===== src/rtl/bus_pkg.sv =====
// bus_pkg: types and constants shared by the bus requester and the bus arbiter.
package bus_pkg;

  // Requester phases: wait for command, arbitrate, address phase, data phase, hand bus back.
  typedef enum logic [2:0] {
    IDLE,
    REQ,
    ADDR,
    DATA,
    RELEASE
  } bus_req_state_t;

  // Width of the saturating abort counter.
  localparam int ERR_CNT_W = 8;

  // Default wait-cycle limit; the arbiter uses the same value for its own timeout.
  localparam int DEFAULT_TIMEOUT = 255;

endpackage


===== src/rtl/bus_requester.sv =====
// bus_requester: master-side bus stage in front of the arbiter. Turns one burst-write
// command into a BARQ/BAGD arbitration, an address phase and a data phase, then
// releases the bus for one cycle. Aborts (grant loss, optional wait timeout) are
// counted in a saturating err_cnt.
// Optional feature: define BUS_REQUESTER_TIMEOUT_EN to add the 16-bit wait counter
// that aborts a burst after TIMEOUT idle cycles in REQ, ADDR or DATA.
module bus_requester
  import bus_pkg::*;
#(
  parameter int ADDR_W    = 8,
  parameter int DATA_W    = 8,
  parameter int MAX_BURST = 16,
  parameter int TIMEOUT   = DEFAULT_TIMEOUT,
  localparam int LEN_W    = $clog2(MAX_BURST + 1)
) (
  input  logic                 clk,
  input  logic                 clrn,
  input  logic                 cmd_valid,
  output logic                 cmd_ready,
  input  logic [ADDR_W-1:0]    cmd_addr,
  input  logic [LEN_W-1:0]     cmd_len,
  input  logic                 dat_valid,
  output logic                 dat_ready,
  input  logic [DATA_W-1:0]    dat_in,
  output logic                 BARQ,
  input  logic                 BAGD,
  output logic                 AddressValid,
  output logic [ADDR_W-1:0]    bus_addr,
  input  logic                 TargetReady,
  output logic                 DataStrobe,
  output logic [DATA_W-1:0]    bus_data,
  output logic                 done,
  output logic                 abort,
  output logic [ERR_CNT_W-1:0] err_cnt
);

  // A zero-length command still moves one beat; oversized commands are clipped.
  function automatic logic [LEN_W-1:0] norm_len(input logic [LEN_W-1:0] len);
    if (len == '0) begin
      return LEN_W'(1);
    end
    if (int'(len) > MAX_BURST) begin
      return LEN_W'(MAX_BURST);
    end
    return len;
  endfunction

  // Abort counter holds at all-ones instead of wrapping.
  function automatic logic [ERR_CNT_W-1:0] sat_inc(input logic [ERR_CNT_W-1:0] value);
    return (value == '1) ? value : value + 1'b1;
  endfunction

  bus_req_state_t       state;
  bus_req_state_t       state_nxt;
  logic [LEN_W-1:0]     beats;
  logic [ADDR_W-1:0]    addr_q;
  logic                 barq_q;
  logic                 av_q;
  logic                 done_q;
  logic                 abort_q;
  logic [ERR_CNT_W-1:0] err_q;
  logic                 strobe;
  logic                 load;
  logic                 done_nxt;
  logic                 abort_nxt;
  logic                 timed_out;

`ifdef BUS_REQUESTER_TIMEOUT_EN
  localparam logic [15:0] WAIT_LAST = 16'(TIMEOUT - 1);

  logic [15:0] wait_cnt;

  // Wait counter: restarts on every state change and every beat, counts stalled cycles.
  always_ff @(posedge clk) begin
    if (!clrn) begin
      wait_cnt <= '0;
    end else if ((state_nxt != state) || strobe) begin
      wait_cnt <= '0;
    end else if ((state == REQ) || (state == ADDR) || (state == DATA)) begin
      wait_cnt <= wait_cnt + 1'b1;
    end
  end

  // The current stalled cycle is the TIMEOUT-th one, so this edge gives up.
  assign timed_out = (wait_cnt == WAIT_LAST);
`else
  // Without the wait counter the block waits for grant and target indefinitely.
  assign timed_out = 1'b0;
`endif

  // Next-state decode; grant loss has priority over any progress in ADDR and DATA.
  always_comb begin
    state_nxt = state;
    load      = 1'b0;
    done_nxt  = 1'b0;
    abort_nxt = 1'b0;
    strobe    = (state == DATA) && dat_valid && TargetReady && BAGD;
    case (state)
      IDLE: begin
        if (cmd_valid) begin
          load      = 1'b1;
          state_nxt = REQ;
        end
      end
      REQ: begin
        if (BAGD) begin
          state_nxt = ADDR;
        end else if (timed_out) begin
          abort_nxt = 1'b1;
          state_nxt = RELEASE;
        end
      end
      ADDR: begin
        if (!BAGD || timed_out && !TargetReady) begin
          abort_nxt = 1'b1;
          state_nxt = RELEASE;
        end else if (TargetReady) begin
          state_nxt = DATA;
        end
      end
      DATA: begin
        if (!BAGD) begin
          abort_nxt = 1'b1;
          state_nxt = RELEASE;
        end else if (strobe) begin
          if (beats == LEN_W'(1)) begin
            done_nxt  = 1'b1;
            state_nxt = RELEASE;
          end
        end else if (timed_out) begin
          abort_nxt = 1'b1;
          state_nxt = RELEASE;
        end
      end
      RELEASE: begin
        state_nxt = IDLE;
      end
      default: begin
        state_nxt = IDLE;
      end
    endcase
  end

  // State register.
  always_ff @(posedge clk) begin
    if (!clrn) begin
      state <= IDLE;
    end else begin
      state <= state_nxt;
    end
  end

  // Registered bus-facing controls, decoded from the state being entered.
  always_ff @(posedge clk) begin
    if (!clrn) begin
      barq_q  <= 1'b0;
      av_q    <= 1'b0;
      done_q  <= 1'b0;
      abort_q <= 1'b0;
    end else begin
      barq_q  <= (state_nxt == REQ) || (state_nxt == ADDR) || (state_nxt == DATA);
      av_q    <= (state_nxt == ADDR);
      done_q  <= done_nxt;
      abort_q <= abort_nxt;
    end
  end

  // Remaining-beat counter: loaded with the normalised length, one down per strobe.
  always_ff @(posedge clk) begin
    if (!clrn) begin
      beats <= '0;
    end else if (load) begin
      beats <= norm_len(cmd_len);
    end else if (strobe) begin
      beats <= beats - 1'b1;
    end
  end

  // Burst start address; only observed through the gated bus_addr output.
  always_ff @(posedge clk) begin
    if (load) begin
      addr_q <= cmd_addr;
    end
  end

  // Saturating abort counter.
  always_ff @(posedge clk) begin
    if (!clrn) begin
      err_q <= '0;
    end else if (abort_nxt) begin
      err_q <= sat_inc(err_q);
    end
  end

  assign cmd_ready    = (state == IDLE);
  assign BARQ         = barq_q;
  assign AddressValid = av_q;
  assign bus_addr     = av_q ? addr_q : '0;
  assign DataStrobe   = strobe;
  assign dat_ready    = strobe;
  assign bus_data     = strobe ? dat_in : '0;
  assign done         = done_q;
  assign abort        = abort_q;
  assign err_cnt      = err_q;

endmodule


===== config.mk =====
export PLATFORM = sky130hd
export DESIGN_NAME = bus_requester
export DESIGN_NICKNAME = d
export VERILOG_FILES = /design/src/rtl/bus_pkg.sv /design/src/rtl/bus_requester.sv
export SDC_FILE = /design/constraint.sdc
export NUM_CORES = 1
export LEC_CHECK = 0
export ABC_AREA = 1
export BUFFER_PORTS_ARGS = -buffer_cell sky130_fd_sc_hd__buf_2
export CORE_UTILIZATION = 48
export DETAILED_ROUTE_END_ITERATION = 8
export PLACE_DENSITY = 0.79
export SLEW_MARGIN = 20
export SYNTH_ARGS = -nofsm -noshare
export SYNTH_HDL_FRONTEND = slang
export SYNTH_SLANG_ARGS = --single-unit

===== constraint.sdc =====
create_clock -name clk -period 1.5 [get_ports clk]
set_input_delay 0.3 -clock clk [delete_from_list [all_inputs] [get_ports clk]]
set_output_delay 0.3 -clock clk [all_outputs]
set_load 0.005 [all_outputs]

Word-level counts from Yosys, hierarchy flattened
Cells that the tools add are included.

operators by class
  add/sub/neg operators = 2
  order comparisons = 1
  eq/ne operators = 8
  muxes and demuxes = 28
  bitwise logic cells = 1
  reduce and logical (&&, ||, !) cells = 11

operators by type and width
  kind                 count
  $mux 5               6
  $mux 3               7
  $mux 8               2
  $eq 3x2->1 const B   4
  $mux 1               12
  $pmux 3 s4           1
  $add 8x1->8 const B  1
  $eq 8x8->1 const B   1
  $eq 3x1->1 const B   2
  $eq 5x1->1 const B   1
  $gt 5x5->1 const B   1
  $logic_not 5->1      1
  $sub 5x1->5 const B  1
  $reduce_and 4->1     1
  $logic_and 1x1->1    3
  $logic_not 3->1      1
  $logic_or 1x1->1     2
  $reduce_and 2->1     1
  $reduce_bool 2->1    1
  $reduce_or 2->1      1
  $not 1->1            1

word-level totals
  bits in registers = 28
  input bits = 27
  output and inout bits = 31
  logic and storage cells = 59

Depth between registers and ports, before layout
Gate-level depths: netlist of the first run.

  word-level depth = 10
  depth in mapped cells = 9
  gate-level depth less buffers = 9

Least setup slack after synthesis of the first run
OpenSTA, ideal clock, no wires.

  path type = flip-flop to flip-flop
  start = register err_q[1], in the netlist err_cnt[1]
  end = register err_q[0], in the netlist err_cnt[0]
  library setup time = 70 ps
  arrival time = 1181 ps
  required time = 1430 ps
  slack = 249 ps
  cell stages (with the launch flop) = 8
  path buffers = 0
  period minus slack after synthesis = 1251 ps
  cells stage by stage = dfxtp_1 ha_1 nand2_1 nor2_4 nand2_1 nand2_1 o21ai_0 a21oi_1

on the way
  longest elaborated chain between the ends = 3

ends and longest elaborated chain
  what                               line                  source
  from (decl)                        bus_requester.sv:61   logic [ERR_CNT_W-1:0] err_q;
  from (signal assigned)             bus_requester.sv:191  err_q <= sat_inc(err_q);
  $eq 8x8->1                         bus_requester.sv:50   return (value == '1) ? value : value + 1'b1;
  $not 1->1 (no source line)         n/a
  $reduce_and 2->1 (no source line)  n/a

No other way between the ends.
A chain may end at the register's enable or synchronous reset.

Final worst setup path of the first run
  start = register state[1]
  end = output bus_data[5]

on the way
  longest elaborated chain between the ends = 5

ends and longest elaborated chain
  what                            line                  source
  from (decl)                     bus_requester.sv:53   bus_req_state_t state;
  from (signal assigned)          bus_requester.sv:149  state <= state_nxt;
  $eq 3x2->1                      bus_requester.sv:97   strobe = (state == DATA) && dat_valid && TargetReady && BAGD;
  $logic_and 1x1->1 (3 in a row)  bus_requester.sv:97
  $mux 8                          bus_requester.sv:201  assign bus_data = strobe ? dat_in : '0;
  to (decl)                       bus_requester.sv:31   output logic [DATA_W-1:0] bus_data,

No other way between the ends.

==> results of run 1 <==
[cell type report]
type,instances,share of cell area
Tap cell,31,0.02001
Inverter,39,0.07553
Clock buffer,4,0.02453
Multi-Input combinational cell,140,0.3615
Sequential cell,28,0.3363
Timing Repair Buffer,66,0.1821
[repair_timing]
item	4_1_cts	5_1_grt
setup buffers	6	1
resized for setup	15	5
setup endpoints to repair	10	31
pin swaps	4	4
gates cloned	1	0
[where the power goes]
group          switching, mW  internal [mW]  leakage [nW]
sequential            0.0288          0.821         0.242
combinational          0.150          0.108         0.824
clock                  0.217          0.203        0.0261
total                  0.396           1.13          1.09
[logic make-up (layout without fill, tap and decap cells)]
family	Yosys count	after routing
DFF	28	28
and+or+nand+nor	112	113
xor gates and xnor gates	2	2
adders and majority gates	3	3
AOI/OAI and AO/OA	22	22
buffers and inverters	43	109
[cell usage in the layout, fill, tap and decap left out, types with 4 or more instances in the layout]
cell type and n:
inv_1 37, edfxtp_1 8, buf_4 9, nor2_4 4, nor2_1 34, dfxtp_1 17
nand2_1 49, a21oi_1 12, o21ai_0 8, buf_2 57, nand3_1 12
[metrics by stage]
stage | instance area, um2 | utilization
floorplan | 1456 | -
global placement | 1775 | 0.6329
detailed placement | 1775 | 0.6329
CTS | 1913 | 0.6820
global route | 1938 | 0.6909
finish | 1938 | 0.6909
[path summary, 6_finish.rpt]
check / cells past startpoint / to / slack, ns
hold reg to reg: 2 / err_cnt[7]$_SDFFE_PN0P_ / 0.53
hold / removal: 1 / addr_q[2]$_DFFE_PP_ / 0.14
setup / recovery: 5 / bus_data[5] / -0.007
setup reg to reg: 10 / BARQ$_SDFF_PN0_ / 0.06
[worst max-delay path, cell delays in order (launching register included)]
cell	delay, ns
dfxtp_4	0.40
nand2_4	0.06
nor2_4	0.13
nand2_4	0.09
nor2_1	0.09
buf_2	0.11
[sequential cells by signal (all words and copies together) (netlist names)]
signal	cells
addr_q	8
err_cnt	8
beats	5
state	3
AddressValid	1
BARQ	1
abort	1
done	1
[routing by layer]
metal	GRT usage	wire (um)	vias up
met5	0	0	-
met4	0.09059	51	0
met3	0.02721	188	6
met2	0.3765	1690	53
met1	0.2565	1435	648
li1	-	-	778
==> impl_metrics.ini, run 1 <==
[logic_synthesis]
synth.cell_area_um2 = 1456
post-synth-top-count-cell = nand2_1
yosys_most_used_dff = dfxtp_1
synthCells = 210
synth_cell_type_count = 23
synth_edf_count = 8
synth-seq-area-share = 0.4399
ys_ff_latch = 28
synth_fp_nets = 240
synth_warnings = 0
yosys.area_share.xor_xnor = 0.01203
muxShareOfSynthArea = 0
async_flop_share = 0
synth_top_family_by_area = simple AND/OR/NAND/NOR gates
yosysTopAreaCellShare = 0.2749
synthAdderAreaFrac = 0.02577
synth_area_leaders = dfxtp_1 (27%), edfxtp_1 (16%), nand2_1 (13%)
synth_top_area_cell = dfxtp_1
synth_compound_area_frac = 0.07990
yosys.area_share.simple = 0.3282
ys_top_cells_by_count = nand2_1 (52), inv_1 (38), nor2_1 (37)
syn_area_per_cell_um2 = 6.935

[clock_tree]
cts_buffer_depth = 2
cts_made_buffers = 3
cts_hold_buf = 0
root_buffer = clkbuf_4
clk_pin_slew_ns = 0.15
clk_latency_ns = 0.32
cts_num_sinks = 28
h-tree-depth = 1
cts_tree = yes

[setup_path]
crit_path_max_fanout = 5
cp.arrival_ns = 1.21
startpoint_type = flip-flop
timing.critical_path.from = state[1]$_SDFF_PN0_
cp-end-kind = output pin
r2r_start = state[2]$_SDFF_PN0_
critPathRequiredTime_ns = 1.20
critPathKind = flip-flop to output pin

[worst_hold_path]
hold_class = input pin to flip-flop
worstHoldStart = cmd_addr[2]

[routing]
detail-route-antenna-nets = 0
vias = 1485
avgRoutedWirePerCell_um = 10.93
drtIter0Drc = 39
drc = 8
first_pass_iters = 6
vias_per_cell = 4.821
drt_wl_total_um = 3366

[timing]
max-slew-margin-rel = 0.7552
slew_viol_final = 0
fin_skew_ns = 0.004761
rsz0062_at_grt = true
whs_ns = 0.1430
tightestPinTransition_ns = 0.3659
fin_ws_ns = -0.007483
post-route-period-util = 1.005
report.final.hold_viol_count = 0
tns_ns = -0.01004
finalCriticalPeriod_ns = 1.507
finalSetupViolCount = 3
fmax_ghz = 0.6634

[power_and_ir_drop]
power.total_mw = 1.529
vdd_drop_max_mv = 0.3510
power.leakage_nw = 1.092
power_density_nw_per_um2 = 788.8

[status]
violations = design-rule violations, negative setup slack
status = complete, but fails checks

[layout]
num-fill-cells = 232
fin_nets = 308
multiInputGateArea_um2 = 700.7
layout-drive-gt1-share = 0.3213
stdcell_count = 308
seq_area_um2 = 651.9
n_antenna_cell = 0
area_delta_synth_final_pct = 33.08

[place]
port-buffer-count = 57
dp.cells = 296
dp_slack_ns = 0.09633
place_hpwl_um = 2372
gp_routability_congestion = 0.7997

[grt]
grt_max_degree = 17
grt_usage = 0.2115
grt_pass1_vias = 1316
grt_pass1_wl_um = 5451
grt_overflow_total = 0
antenna_found_initial = 0

[floorplanning]
io_pins = 58
rows = 19
die_area_um2 = 3259
die_w_um = 57.09
initial_core_util = 0.5192
fp.dieH_um = 57.09
core_area_um2 = 2805

[flow_run]
drv_cap = 0
(Power assumes the default switching activity.)
==> inputs of run 2 (changes only) <==
--- a/config.mk
+++ b/config.mk
@@ -7,9 +7,11 @@
 export LEC_CHECK = 0
 export ABC_AREA = 1
 export BUFFER_PORTS_ARGS = -buffer_cell sky130_fd_sc_hd__buf_2
+export CAP_MARGIN = 25
 export CORE_UTILIZATION = 48
 export DETAILED_ROUTE_END_ITERATION = 8
 export PLACE_DENSITY = 0.79
+export SKIP_CTS_REPAIR_TIMING = 1
 export SLEW_MARGIN = 20
 export SYNTH_ARGS = -nofsm -noshare
 export SYNTH_HDL_FRONTEND = slang
==> impl_metrics.ini, run 2 (synthesized netlist as in run 1, its figures left out) <==
[place]
gp_routability_congestion = 0.7997
dp.cells = 296
place_hpwl_um = 2372
port-buffer-count = 57
post_dp_cell_area_um2 = 1775

[setup_path]
worst-path-buf-inv = 1
cp.arrival_ns = 1.25
cp-end-kind = output pin
cp_slowest_cell = dfxtp_4
crit_path_max_incr_delay_ns = 0.42
cp_num_cells = 5
crit_family = flip-flops
reg2regPathDepth = 7
r2r_slack_ns = 0.14
critPathRequiredTime_ns = 1.20
cp_common_cell = nand2_4
path_cells = nand2_4 > nor2_4 > nand2_4 > nor2_1 > buf_2
critPathKind = flip-flop to output pin
startpoint_type = flip-flop
crit_path_max_fanout = 6

[layout]
multiInputGateArea_um2 = 708.2
fin_area_um2 = 1921
fin_nets = 305
num-fill-cells = 237
area_delta_synth_final_pct = 31.87
seq_area_um2 = 649.4
layout-drive-gt1-share = 0.3175
layout_commonest_cell = buf_2
stdcell_count = 305
mostFrequentLayoutCells = buf_2 (57), nand2_1 (49), inv_1 (38)
n_antenna_cell = 0

[floorplanning]
die_w_um = 57.09
rows = 19
fp.dieH_um = 57.09
core_area_um2 = 2805
io_pins = 58
die_area_um2 = 3259
initial_core_util = 0.5192

[timing]
tightestPinTransition_ns = 0.3903
tns_ns = -0.3357
finalSetupViolCount = 10
rsz0062_at_grt = true
finalCriticalPeriod_ns = 1.552
fmax_ghz = 0.6443
max-slew-margin-rel = 0.7389
fin_ws_ns = -0.05210
report.final.hold_viol_count = 0
whs_ns = 0.1462
fin_skew_ns = 0.001395
post-route-period-util = 1.035
slew_viol_final = 0

[worst_hold_path]
hold_class = input pin to flip-flop
hold_depth = 1

[clock_tree]
cts_num_sinks = 28
h-tree-depth = 1
clk_pin_slew_ns = 0.15
clk_latency_ns = 0.32
root_buffer = clkbuf_4
cts_made_buffers = 3
cts_buffer_depth = 2
cts_tree = yes

[grt]
grt_usage = 0.1923
antenna_found_initial = 0
grt_overflow_total = 0
grt_pass1_wl_um = 5023
grt_pass1_vias = 1223
grt_max_degree = 17

[flow_run]
drv_cap = 0

[routing]
drtIter0Drc = 48
first_pass_iters = 6
avgRoutedWirePerCell_um = 10.54
detail-route-antenna-nets = 0
drt_wl_total_um = 3216
vias = 1473
vias_per_cell = 4.830
drc = 8

[status]
status = complete, but fails checks
violations = design-rule violations, negative setup slack

[power_and_ir_drop]
power.leakage_nw = 1.071
vdd_drop_max_mv = 0.3459
power.total_mw = 1.527
power_density_nw_per_um2 = 794.9
==> run 2: final cells by class <==
type                       instances  area share
clock buffer                       4     0.02476
inverter                          39     0.07622
sequential                        28      0.3381
timing repair buffer              63      0.1720
multi-input combinational        140      0.3687
tap                               31     0.02020
==> run 2: through the flow <==
stage	setup WS [ns]	util
global placement	0.1142	0.6329
detailed placement	0.09633	0.6329
finish	-0.05210	0.6847
floorplan	0.2488	-
CTS	-0.2558	0.6499
global route	-0.1230	0.6847
==> run 2: path summary, 6_finish.rpt <==
| kind | start | to |
|---|---|---|
| setup / recovery | state[1]$_SDFF_PN0_ | bus_data[5] |
| hold reg to reg | err_cnt[7]$_SDFFE_PN0P_ | err_cnt[7]$_SDFFE_PN0P_ |
| setup reg to reg | err_cnt[1]$_SDFFE_PN0P_ | err_cnt[0]$_SDFFE_PN0P_ |
| hold / removal | cmd_addr[2] | addr_q[2]$_DFFE_PP_ |
==> run 2: layer usage <==
layer  vias up  share of wire  global-route usage
met2        42           0.49              0.3529
li1        773              -                   -
met4         0          0.016             0.05226
met5         -              0                   0
met3         6          0.049             0.02721
met1       652           0.44              0.2351
==> run 2: worst reg2reg max path, cell delays in order, from the launching register on <==
cell,delay [ns]
dfxtp_1,0.40
ha_1,0.18
nand2_1,0.12
nor2_4,0.14
nand2_1,0.11
nand2_2,0.15
o21ai_0,0.09
a21oi_1,0.12
==> run 2: power by group <==
part / total, mW / leakage [nW] / switching, mW / internal, mW
Clock: 0.419 / 0.0261 / 0.216 / 0.203
Sequential: 0.853 / 0.241 / 0.0304 / 0.823
Combinational: 0.254 / 0.804 / 0.147 / 0.107
==> inputs of run 3 (changes only) <==
==> constraint.sdc (replaced) <==
create_clock -name clk -period 1.78 [get_ports clk]
set_input_delay 0.356 -clock clk [delete_from_list [all_inputs] [get_ports clk]]
set_output_delay 0.356 -clock clk [all_outputs]
set_load 0.005 [all_outputs]
==> impl_metrics.ini, run 3 (synthesized netlist as in run 1, its figures left out) <==
[routing]
vias = 1456
vias_per_cell = 4.870
detail-route-antenna-nets = 0
drt_wl_total_um = 3070
drtIter0Drc = 43
drc = 8
first_pass_iters = 6
avgRoutedWirePerCell_um = 10.27

[place]
place_hpwl_um = 2382
gp_routability_congestion = 0.8298
port-buffer-count = 57
dp.cells = 294
dp_slack_ns = 0.1902
post_dp_cell_area_um2 = 1760

[power_and_ir_drop]
power.total_mw = 1.219
power.leakage_nw = 1.014
vdd_drop_max_mv = 0.4037
power_density_nw_per_um2 = 672.0

[layout]
fin_area_um2 = 1814
fin_nets = 299
num-fill-cells = 253
n_antenna_cell = 0
mostFrequentLayoutCells = buf_2 (57), nand2_1 (51), inv_1 (38)
layout_commonest_cell = buf_2
area_delta_synth_final_pct = 24.57
stdcell_count = 299
layout-drive-gt1-share = 0.2687
finish.utilization = 0.6467

[floorplanning]
die_w_um = 57.09
io_pins = 58
fp.dieH_um = 57.09
initial_core_util = 0.5192
core_area_um2 = 2805
die_area_um2 = 3259
rows = 19

[clock_tree]
cts_num_sinks = 28
cts_made_buffers = 3
clk_pin_slew_ns = 0.14
cts_buffer_depth = 2
cts_tree = yes
h-tree-depth = 1
root_buffer = clkbuf_4
clk_latency_ns = 0.33

[setup_path]
critPathKind = flip-flop to output pin
r2r_start = err_cnt[0]$_SDFFE_PN0P_
crit_family = simple AND/OR/NAND/NOR gates
critPathRequiredTime_ns = 1.42
cp.arrival_ns = 1.38
cp-end-kind = output pin
timing.critical_path.from = state[1]$_SDFF_PN0_
cp_num_cells = 5
reg2regPathDepth = 7
rr_endpoint = err_cnt[0]$_SDFFE_PN0P_
r2r_slack_ns = 0.36
worst-path-buf-inv = 1
crit_path_max_incr_delay_ns = 0.41
path_cells = nand2_1 > nor2_1 > nand2_2 > nor2_1 > buf_2
startpoint_type = flip-flop
crit_end = bus_data[1]
cp_slowest_cell = dfxtp_4
crit_path_max_fanout = 10
cp_common_cell = nor2_1

[worst_hold_path]
hold_class = input pin to flip-flop
worstHoldStart = cmd_addr[0]

[timing]
whs_ns = 0.1895
max-slew-margin-rel = 0.7492
report.final.hold_viol_count = 0
fmax_ghz = 0.5771
tns_ns = 0
finalSetupViolCount = 0
fin_ws_ns = 0.04713
slew_viol_final = 0
fin_skew_ns = 0.002154
tightestPinTransition_ns = 0.3748
finalCriticalPeriod_ns = 1.733
post-route-period-util = 0.9735

[grt]
antenna_found_initial = 0
grt_pass1_wl_um = 5361
grt_pass1_vias = 1301
grt_overflow_total = 0
grt_max_degree = 16
grt_usage = 0.2129

[status]
violations = design-rule violations
status = complete, but fails checks

[flow_run]
drv_cap = 0
[run 3: worst min path at each step]
stage	endpoint	slack (ns)	cells past startpoint
finish	addr_q[0]$_DFFE_PP_	0.19	1
global route	addr_q[4]$_DFFE_PP_	0.16	1
CTS	addr_q[0]$_DFFE_PP_	0.18	1
detailed placement	err_cnt[7]$_SDFFE_PN0P_	0.50	2
global placement	err_cnt[7]$_SDFFE_PN0P_	0.50	2
floorplan	addr_q[0]$_DFFE_PP_	0.45	0
[run 3: per-layer routing]
layer,wire length [um],GRT usage
met1,1342,0.2460
met2,1512,0.3832
met3,148,0.02948
met4,65,0.1080
met5,0,0
[run 3: layout make-up]
type,instances,area (um2),share of cell area
multi-input combinational,139,651.9,0.3593
sequential,28,648.1,0.3572
timing repair buffer,58,292.8,0.1614
inverter,39,146.4,0.08069
tap,31,38.79,0.02138
clock buffer,4,36.28,0.02000
[run 3: power breakdown]
group / total, mW / switching [mW] / leakage, nW / internal [mW]
registers: 0.716 / 0.0223 / 0.241 / 0.694
logic: 0.193 / 0.113 / 0.752 / 0.0802
clock network: 0.310 / 0.185 / 0.0210 / 0.125
total: 1.22 / 0.320 / 1.01 / 0.899
